===== src/rtl/ntt_ctl_pkg.sv =====
// Shared definitions for the NTT butterfly sequencer and its datapath.
package ntt_ctl_pkg;

   localparam int unsigned DEF_LOGN    = 8;
   localparam int unsigned DEF_BFU_LAT = 8;
   localparam int unsigned DEF_RD_LAT  = 1;

   localparam logic MODE_NTT  = 1'b0;
   localparam logic MODE_INTT = 1'b1;

   // Modulus-select encodings understood by the butterfly.
   localparam logic [1:0] QSEL_0 = 2'd0;
   localparam logic [1:0] QSEL_1 = 2'd1;
   localparam logic [1:0] QSEL_2 = 2'd2;
   localparam logic [1:0] QSEL_3 = 2'd3;

   typedef enum logic [1:0] {
      ST_IDLE,
      ST_RUN,
      ST_DRAIN,
      ST_FIN
   } state_e;

endpackage


===== src/rtl/ntt_wb_delay.sv =====
// Fixed-depth shift register with asynchronous active-low clear.
module ntt_wb_delay #(
   parameter int unsigned DEPTH = 9,
   parameter int unsigned WIDTH = 17
) (
   input  logic             clk_i,
   input  logic             rst_ni,
   input  logic [WIDTH-1:0] d_i,
   output logic [WIDTH-1:0] q_o
);

   logic [WIDTH-1:0] sr_q [DEPTH];

   // Shift one entry per clock; clear the whole line on reset.
   always_ff @(posedge clk_i or negedge rst_ni) begin
      if (!rst_ni) begin
         for (int unsigned i = 0; i < DEPTH; i++) sr_q[i] <= '0;
      end else begin
         sr_q[0] <= d_i;
         for (int unsigned i = 1; i < DEPTH; i++) sr_q[i] <= sr_q[i-1];
      end
   end

   assign q_o = sr_q[DEPTH-1];

endmodule


===== src/rtl/ntt_bfu_ctl.sv =====
// Stage/butterfly sequencer for the NTT/INTT butterfly unit and coefficient RAM.
module ntt_bfu_ctl
   import ntt_ctl_pkg::*;
#(
   parameter int unsigned LOGN    = DEF_LOGN,
   parameter int unsigned BFU_LAT = DEF_BFU_LAT,
   parameter int unsigned RD_LAT  = DEF_RD_LAT
) (
   input  logic            iSYS_CLK,
   input  logic            iSYS_RST,
   input  logic            iFSM_START,
   input  logic            iCTL_SEL,
   input  logic [1:0]      iCTL_Q,
   output logic            oBUSY,
   output logic            oDONE,
   output logic            oBFU_EN,
   output logic            oBFU_SEL,
   output logic [1:0]      oBFU_Q,
   output logic            oRD_EN,
   output logic [LOGN-1:0] oRD_ADDR_A,
   output logic [LOGN-1:0] oRD_ADDR_B,
   output logic [LOGN:0]   oW_ADDR,
   output logic            oWR_EN,
   output logic [LOGN-1:0] oWR_ADDR_A,
   output logic [LOGN-1:0] oWR_ADDR_B
);

   localparam int unsigned NHALF = 1 << (LOGN - 1);
   localparam int unsigned DLY   = RD_LAT + BFU_LAT;
   localparam int unsigned KW    = LOGN - 1;
   localparam int unsigned SW    = (LOGN > 2) ? $clog2(LOGN) : 1;
   localparam int unsigned DW    = (DLY > 2) ? $clog2(DLY) : 1;
   localparam int unsigned WBW   = 1 + 2 * LOGN;

   state_e          state_q, state_d;
   logic [SW-1:0]   s_q, s_d;
   logic [KW-1:0]   k_q, k_d;
   logic [DW-1:0]   dcnt_q, dcnt_d;
   logic            mode_q, mode_d;
   logic [1:0]      qsel_q, qsel_d;

   logic [SW-1:0]   lsh;
   logic [LOGN-1:0] kx, len, grp, ofs, rda, rdb, idx;
   logic            rd_en_d;
   logic [WBW-1:0]  wb_q;

   // Next state and counters; everything downstream is computed for the
   // upcoming cycle so that all outputs can be registered.
   always_comb begin
      state_d = state_q;
      s_d     = s_q;
      k_d     = k_q;
      dcnt_d  = dcnt_q;
      mode_d  = mode_q;
      qsel_d  = qsel_q;
      case (state_q)
         ST_IDLE: begin
            if (iFSM_START) begin
               state_d = ST_RUN;
               s_d     = '0;
               k_d     = '0;
               mode_d  = iCTL_SEL;
               qsel_d  = iCTL_Q;
            end
         end
         ST_RUN: begin
            if (k_q == KW'(NHALF - 1)) begin
               state_d = ST_DRAIN;
               dcnt_d  = '0;
            end else begin
               k_d = k_q + 1'b1;
            end
         end
         ST_DRAIN: begin
            if (dcnt_q == DW'(DLY - 1)) begin
               if (s_q == SW'(LOGN - 1)) begin
                  state_d = ST_FIN;
               end else begin
                  state_d = ST_RUN;
                  s_d     = s_q + 1'b1;
                  k_d     = '0;
               end
            end else begin
               dcnt_d = dcnt_q + 1'b1;
            end
         end
         ST_FIN:  state_d = ST_IDLE;
         default: state_d = ST_IDLE;
      endcase
   end

   // Butterfly pair and twiddle index: len is a power of two, so the
   // group/offset split of k is a shift and a mask.
   always_comb begin
      lsh     = (mode_d == MODE_NTT) ? (SW'(LOGN - 1) - s_d) : s_d;
      kx      = {1'b0, k_d};
      len     = LOGN'(1) << lsh;
      grp     = kx >> lsh;
      ofs     = kx & (len - 1'b1);
      rda     = ((grp << lsh) << 1) | ofs;
      rdb     = rda + len;
      idx     = (LOGN'(NHALF) >> lsh) + grp;
      rd_en_d = (state_d == ST_RUN);
   end

   // State, counters, latched controls and registered outputs.
   always_ff @(posedge iSYS_CLK or negedge iSYS_RST) begin
      if (!iSYS_RST) begin
         state_q    <= ST_IDLE;
         s_q        <= '0;
         k_q        <= '0;
         dcnt_q     <= '0;
         mode_q     <= '0;
         qsel_q     <= '0;
         oBUSY      <= '0;
         oDONE      <= '0;
         oBFU_EN    <= '0;
         oBFU_SEL   <= '0;
         oBFU_Q     <= '0;
         oRD_EN     <= '0;
         oRD_ADDR_A <= '0;
         oRD_ADDR_B <= '0;
         oW_ADDR    <= '0;
      end else begin
         state_q    <= state_d;
         s_q        <= s_d;
         k_q        <= k_d;
         dcnt_q     <= dcnt_d;
         mode_q     <= mode_d;
         qsel_q     <= qsel_d;
         oBUSY      <= (state_d == ST_RUN) || (state_d == ST_DRAIN);
         oBFU_EN    <= (state_d == ST_RUN) || (state_d == ST_DRAIN);
         oDONE      <= (state_d == ST_FIN);
         oBFU_SEL   <= mode_d;
         oBFU_Q     <= qsel_d;
         oRD_EN     <= rd_en_d;
         oRD_ADDR_A <= rd_en_d ? rda : '0;
         oRD_ADDR_B <= rd_en_d ? rdb : '0;
         oW_ADDR    <= rd_en_d ? {mode_d, idx} : '0;
      end
   end

   // The registered read strobe/addresses enter the line, so a depth of
   // RD_LAT+BFU_LAT lands each write exactly that many cycles after its read.
   ntt_wb_delay #(
      .DEPTH (DLY),
      .WIDTH (WBW)
   ) u_wb_delay (
      .clk_i  (iSYS_CLK),
      .rst_ni (iSYS_RST),
      .d_i    ({oRD_EN, oRD_ADDR_A, oRD_ADDR_B}),
      .q_o    (wb_q)
   );

   assign oWR_EN     = wb_q[2*LOGN];
   assign oWR_ADDR_A = wb_q[2*LOGN-1:LOGN];
   assign oWR_ADDR_B = wb_q[LOGN-1:0];

endmodule

===== config.mk =====
export PLATFORM = sky130hd
export DESIGN_NAME = ntt_bfu_ctl
export DESIGN_NICKNAME = d
export VERILOG_FILES = /design/src/rtl/ntt_ctl_pkg.sv /design/src/rtl/ntt_wb_delay.sv /design/src/rtl/ntt_bfu_ctl.sv
export SDC_FILE = /design/constraint.sdc
export NUM_CORES = 1
export LEC_CHECK = 0
export CAP_MARGIN = 30
export CORE_MARGIN = 2
export CORE_UTILIZATION = 30
export CTS_BUF_LIST = sky130_fd_sc_hd__clkbuf_4 sky130_fd_sc_hd__clkbuf_8 sky130_fd_sc_hd__clkbuf_16
export DETAILED_ROUTE_END_ITERATION = 16
export PLACE_DENSITY = 0.44
export SETUP_SLACK_MARGIN = 0.15
export SYNTH_ARGS = -nofsm -noshare
export SYNTH_HDL_FRONTEND = slang
export SYNTH_SLANG_ARGS = --single-unit

===== constraint.sdc =====
create_clock -name iSYS_CLK -period 5.11 [get_ports iSYS_CLK]
set_clock_uncertainty 0.2 [all_clocks]
set_input_delay 1.022 -clock iSYS_CLK [delete_from_list [all_inputs] [get_ports iSYS_CLK]]
set_output_delay 1.022 -clock iSYS_CLK [all_outputs]
set_load 0.01 [all_outputs]

# Yosys cells after proc, flatten, opt, wreduce, memory -nomap -nowiden
# Index checks and enable logic that the tools add are counted.
# totals
reg_bits	200
word_cells	73
input_bits	6
# classes
n_reduce_logical	5
bitwise	2
muxes	23
n_shift	4
n_addsub	7
eq_ne	11
# op_table
cell	n
two-way mux 7 bit	4
case mux 7 bit (3 select lines)	1
adder 8 bit	2
two-way mux 8 bit	2
two-way mux 3 bit	4
two-way mux 9 bit	1
AND 7 x 8 -> 8 bit	1
== test 2 bit (second input constant)	4
two-way mux 2 bit	4
two-way mux 4 bit	2
OR 8 bit	1
case mux 2 bit (4 select lines)	1
case mux 4 bit (2 select lines)	1
<< shifter 1 x 3 -> 8 bit (first input constant)	1
<< shifter 8 x 3 -> 7 bit	1
>> shifter 7 x 3 -> 8 bit	1
>> shifter 8 x 3 -> 8 bit (first input constant)	1
subtractor 8 x 1 -> 8 bit (second input constant)	1
adder 7 x 1 -> 7 bit (second input constant)	1
== test 7 bit (second input constant)	1
case mux 3 bit (2 select lines)	1
adder 4 x 1 -> 4 bit (second input constant)	1
== test 2 x 1 -> 1 bit (second input constant)	2
== test 4 bit (second input constant)	1
10 further kinds	12

# Longest topological paths before layout
# logic_depth
ltp_word	12
ltp_mapped	20
mapped_depth_nobuf	19

# By module
# A second synthesis with hierarchy kept.
# unflattened
cells_unflattened	484
hier_area_um2	6946.7
# by_module_without_submodules
module	instances	area_per_inst_um2	cells_per_inst
ntt_wb_delay	1	3956.3	170
ntt_bfu_ctl	1	2990.4	314

# Least setup slack after synthesis
# Ideal clock, no wire load.
# synth_path
path_type	input -> register
startpoint	in iFSM_START
endpoint	reg oW_ADDR[7]
t_arrival_ns	3.967
n_path_buf	1
setup_ns	0.079
path_slack_ns	0.864
cell_stages	14
path_cell_list	nor3b_4 mux2_4 nand4_1 and2_4 clkbuf_1 o211ai_1 a31o_2 ha_1 a21o_1 a21oi_1 inv_1 and3_1 a221oi_2 mux2i_1
# synth_rtl
element	line_no	rtl
from (decl)	ntt_bfu_ctl.sv:11	input logic iFSM_START,
two-way mux 1 bit *	ntt_bfu_ctl.sv:58	if (iFSM_START) begin
two-way mux 1 bit *	ntt_bfu_ctl.sv:56	case (state_q)
via mode_d	ntt_bfu_ctl.sv:39	logic mode_q, mode_d;
two-way mux 3 bit *	ntt_bfu_ctl.sv:95	lsh = (mode_d == MODE_NTT) ? (SW'(LOGN - 1) - s_d) : s_d;
>> shifter 8 x 3 -> 8 bit or >> shifter 7 x 3 -> 8 bit (tied branches)	ntt_bfu_ctl.sv:102, ntt_bfu_ctl.sv:98	
adder 8 bit *	ntt_bfu_ctl.sv:102	idx = (LOGN'(NHALF) >> lsh) + grp;
two-way mux 9 bit *	ntt_bfu_ctl.sv:139	oW_ADDR <= rd_en_d ? {mode_d, idx} : '0;
to (signal assigned)	ntt_bfu_ctl.sv:139	
to (decl)	ntt_bfu_ctl.sv:22	output logic [LOGN:0] oW_ADDR,
# The timed path passes the listed nets; every way through them passes the cells marked *.
# A chain may end at the register's enable or synchronous reset.

# Worst setup path in the final report
# Ends and elaborated chain as after synthesis.

==> results.json <==
{
  "die_h_um": 156,
  "htreeDepth": 4,
  "cts_resized": 0,
  "max_slew_margin_pct": 29.2,
  "crit_chain": "clkdlybuf4s50_1 > nor3b_4 > mux2_4 > a31o_1 > and2_4 > o21ai_0 > nor3_1 > a31o_2 > ha_1 > a21o_1 > a21oi_1 > inv_1 > and3_1 > a221oi_2 > mux2i_1",
  "yosys.area.top_type": "dfrtp_1",
  "cap_violations": 0,
  "avgSynthCellArea_um2": 14.4,
  "clock-root-buffer": "clkbuf_16",
  "r2r-start": "state_q[1]",
  "synth_edf_count": 0,
  "timing.final.ws_setup_ns": 0.548,
  "cts_made_buffers": 17,
  "yosysSeqAreaShare_pct": 72.1,
  "synth_top_area_share_pct": 72.1,
  "layout-drive-gt1-share_pct": 12.8,
  "r2r_cells": 14,
  "wl_per_cell_um": 13.9,
  "synthDistinctLibCells": 64,
  "p_leak_nw": 3.79,
  "synthFlopType": "dfrtp_1",
  "cp.depth": 15,
  "grt_max_degree": 145,
  "setup-tns-final_ns": 0,
  "cts_tree": "done",
  "post-route-period-util_pct": 89.3,
  "startpoint": "iFSM_START",
  "area_growth_pct": 21.0,
  "yosys_warnings": 0,
  "worst-setup-path-type": "primary input to flip-flop",
  "reg2reg_slack_ns": 0.75,
  "hold_class": "flip-flop to flip-flop",
  "io_buffers": 54,
  "rsz0062_at_grt": "no",
  "clk_path_buf_depth": 2,
  "status": "finished clean",
  "worst_skew_pair.late_latency_ns": 0.42,
  "crit_path_start_kind": "primary input",
  "die_w_um": 156,
  "synthArstFlopShare_pct": 100,
  "synth_nets": 509,
  "drt-initial-drc-count": 218,
  "synth-seq-cells": 200,
  "r2r_end": "oW_ADDR[7]",
  "max_stage_delay_ns": 0.56,
  "place_inst": 808,
  "clk_pin_slew_ns": 0.08,
  "critPathMaxFanout": 9,
  "worst_pin_slew_ns": 1.06,
  "setup_viol": 0,
  "cts_setup_buffers": 0,
  "cp_data_required_time_ns": 5.25,
  "dpl_worst_slack_ns": 0.0945,
  "overflow": 0,
  "p_per_area_nw_per_um2": 740,
  "drtPass1Iterations": 4,
  "diodes": 0,
  "crit_buf_inv": 2,
  "final_cells": 840,
  "drcViolationCount": 0,
  "syn_inst": 483,
  "drt-total-wl_um": 11700,
  "fmax_mhz": 219,
  "cpMaxStageDelayCell": "clkdlybuf4s50_1",
  "hold_buffers": 0,
  "min_period_ns": 4.56,
  "finalHoldViolations": 0,
  "vias_per_cell": 4.38,
  "gp_congestion": 0.805,
  "vias": 3682,
  "die-area_um2": 24400,
  "cp_top_family": "compound AO/OA/AOI/OAI gates",
  "groute.usage.overall_pct": 10.6,
  "cp-end-kind": "flip-flop",
  "grt_pass1_wl_um": 20200,
  "dp_hpwl_um": 7860,
  "io_pins": 55,
  "ir_drop_mv": 0.264,
  "holdWs_ns": 0.138,
  "crit_end": "oW_ADDR[7]",
  "worstPathArrival_ns": 4.70,
  "slew_violations": 0,
  "grt_pass1_vias": 3946,
  "core_um2": 22600,
  "fillers": 2115,
  "antenna_found_initial": 0,
  "cts_sinks": 200,
  "num_rows": 55,
  "nets": 568,
  "syn-cell-area_um2": 6940,
  "postRouteAntennaNets": 0,
  "start_util_pct": 30.6,
  "synth_area_leaders": "dfrtp_1, ha_1, buf_4"
}
-- per-stage QoR --
| step | utilization (%) | cell area, um2 | total power [mW] |
|---|---|---|---|
| finish | 37.1 | 8400 | 6.21 |
| global route | 37.1 | 8400 | 6.72 |
| CTS | 37.1 | 8400 | 6.33 |
| detailed placement | 34.4 | 7780 | 4.96 |
| global placement | 34.4 | 7780 | 4.92 |
| floorplan | - | 6940 | 4.10 |
-- layout make-up --
type | count | area, um2 | share of cell area, %
Clock buffer | 18 | 433 | 5.16
Tap cell | 285 | 357 | 4.25
Sequential cell | 200 | 5000 | 59.6
Inverter | 14 | 55.1 | 0.656
Multi-Input combinational cell | 240 | 1700 | 20.2
Timing Repair Buffer | 69 | 671 | 7.99
Clock inverter | 14 | 178 | 2.12
-- cell usage in the layout, fill, tap and decap left out, drive strengths merged, types with 3 or more instances in the layout --
| master | instances |
|---|---|
| nand2 | 32 |
| and3 | 7 |
| o211ai | 4 |
| buf | 16 |
| o22ai | 3 |
| inv | 20 |
| xnor2 | 4 |
| nor3 | 10 |
| and2 | 21 |
| xor2 | 5 |
| o31ai | 4 |
| nor2b | 7 |
| mux2i | 5 |
| nand3 | 9 |
| clkdlybuf4s50 | 53 |
| a21oi | 17 |
| ha | 18 |
| a31o | 3 |
| clkinv | 6 |
| nand2b | 6 |
| o21ai | 15 |
| a21o | 6 |
| dfrtp | 200 |
| a31oi | 3 |
| nand3b | 3 |
| nor2 | 20 |
| mux2 | 4 |
| clkbuf | 18 |
| nand4 | 4 |
-- where the power goes --
group | internal [mW] | switching (mW) | leakage [nW]
clock | 0.671 | 0.652 | 0.289
combinational | 1.12 | 1.20 | 1.12
sequential | 2.31 | 0.247 | 2.38
total | 4.11 | 2.10 | 3.79
-- metal layers --
layer / GRT usage [%] / routed length (um) / up-vias
met5: 0 / 0 / -
met4: 3.58 / 138 / 0
met3: 2.97 / 388 / 12
met2: 17.4 / 5840 / 54
met1: 13.6 / 5290 / 1870
li1: - / - / 1746
-- synth_stat cells (2+ instances only) --
library cell,number
a221oi_2,2
nand3b_1,2
fa_1,2
a211oi_1,2
o22ai_1,2
buf_2,7
dfrtp_1,200
o31ai_1,4
o21a_1,2
nand2_1,31
a22o_1,2
nand2b_1,6
nand3_1,9
mux2_2,3
o211ai_1,4
o21ai_0,14
xor2_1,5
a21oi_1,16
and2_1,20
buf_4,17
a21o_1,6
clkbuf_1,5
nor2_1,19
and3_1,7
xnor2_1,4
mux2i_1,4
nand4_1,4
ha_1,18
inv_1,13
a211o_1,2
nor2b_1,7
a31oi_1,3
a31o_2,2
nor3_1,9
-- kinds of logic (layout without fill, tap and decap cells) --
family / count (synthesis) / in the layout / synth area share [%]
fa+ha+maj: 20 / 20 / 3.82
simple gates: 125 / 125 / 9.81
buf+inv: 43 / 115 / 3.41
flops: 200 / 200 / 72.1
other cells: 1 / 1 / 0.0540
mux: 9 / 9 / 1.48
compound gates: 76 / 76 / 8.17
xor+xnor: 9 / 9 / 1.14
-- flip-flops by register name, summed over array words and instances (netlist names) --
register,count
u_wb_delay.q_o,17
oDONE,1
oRD_ADDR_A,8
state_q,2
dcnt_q,4
oW_ADDR,9
qsel_q,2
mode_q,1
oRD_EN,1
k_q,7
u_wb_delay.sr_q,136
oRD_ADDR_B,8
oBFU_EN,1
s_q,3
-- worst min-delay path by stage --
stage | endpoint | cells after the start | slack (ns) | startpoint
floorplan | u_wb_delay.q_o[0] | 0 | 0.13 | u_wb_delay.sr_q[17]
global placement | u_wb_delay.sr_q[47] | 0 | 0.13 | u_wb_delay.sr_q[64]
detailed placement | u_wb_delay.q_o[4] | 0 | 0.13 | u_wb_delay.sr_q[21]
CTS | u_wb_delay.sr_q[72] | 0 | 0.14 | u_wb_delay.sr_q[89]
global route | u_wb_delay.sr_q[56] | 0 | 0.15 | u_wb_delay.sr_q[73]
finish | u_wb_delay.sr_q[79] | 0 | 0.14 | u_wb_delay.sr_q[96]
Note: power is estimated with default switching activity, not from simulation.
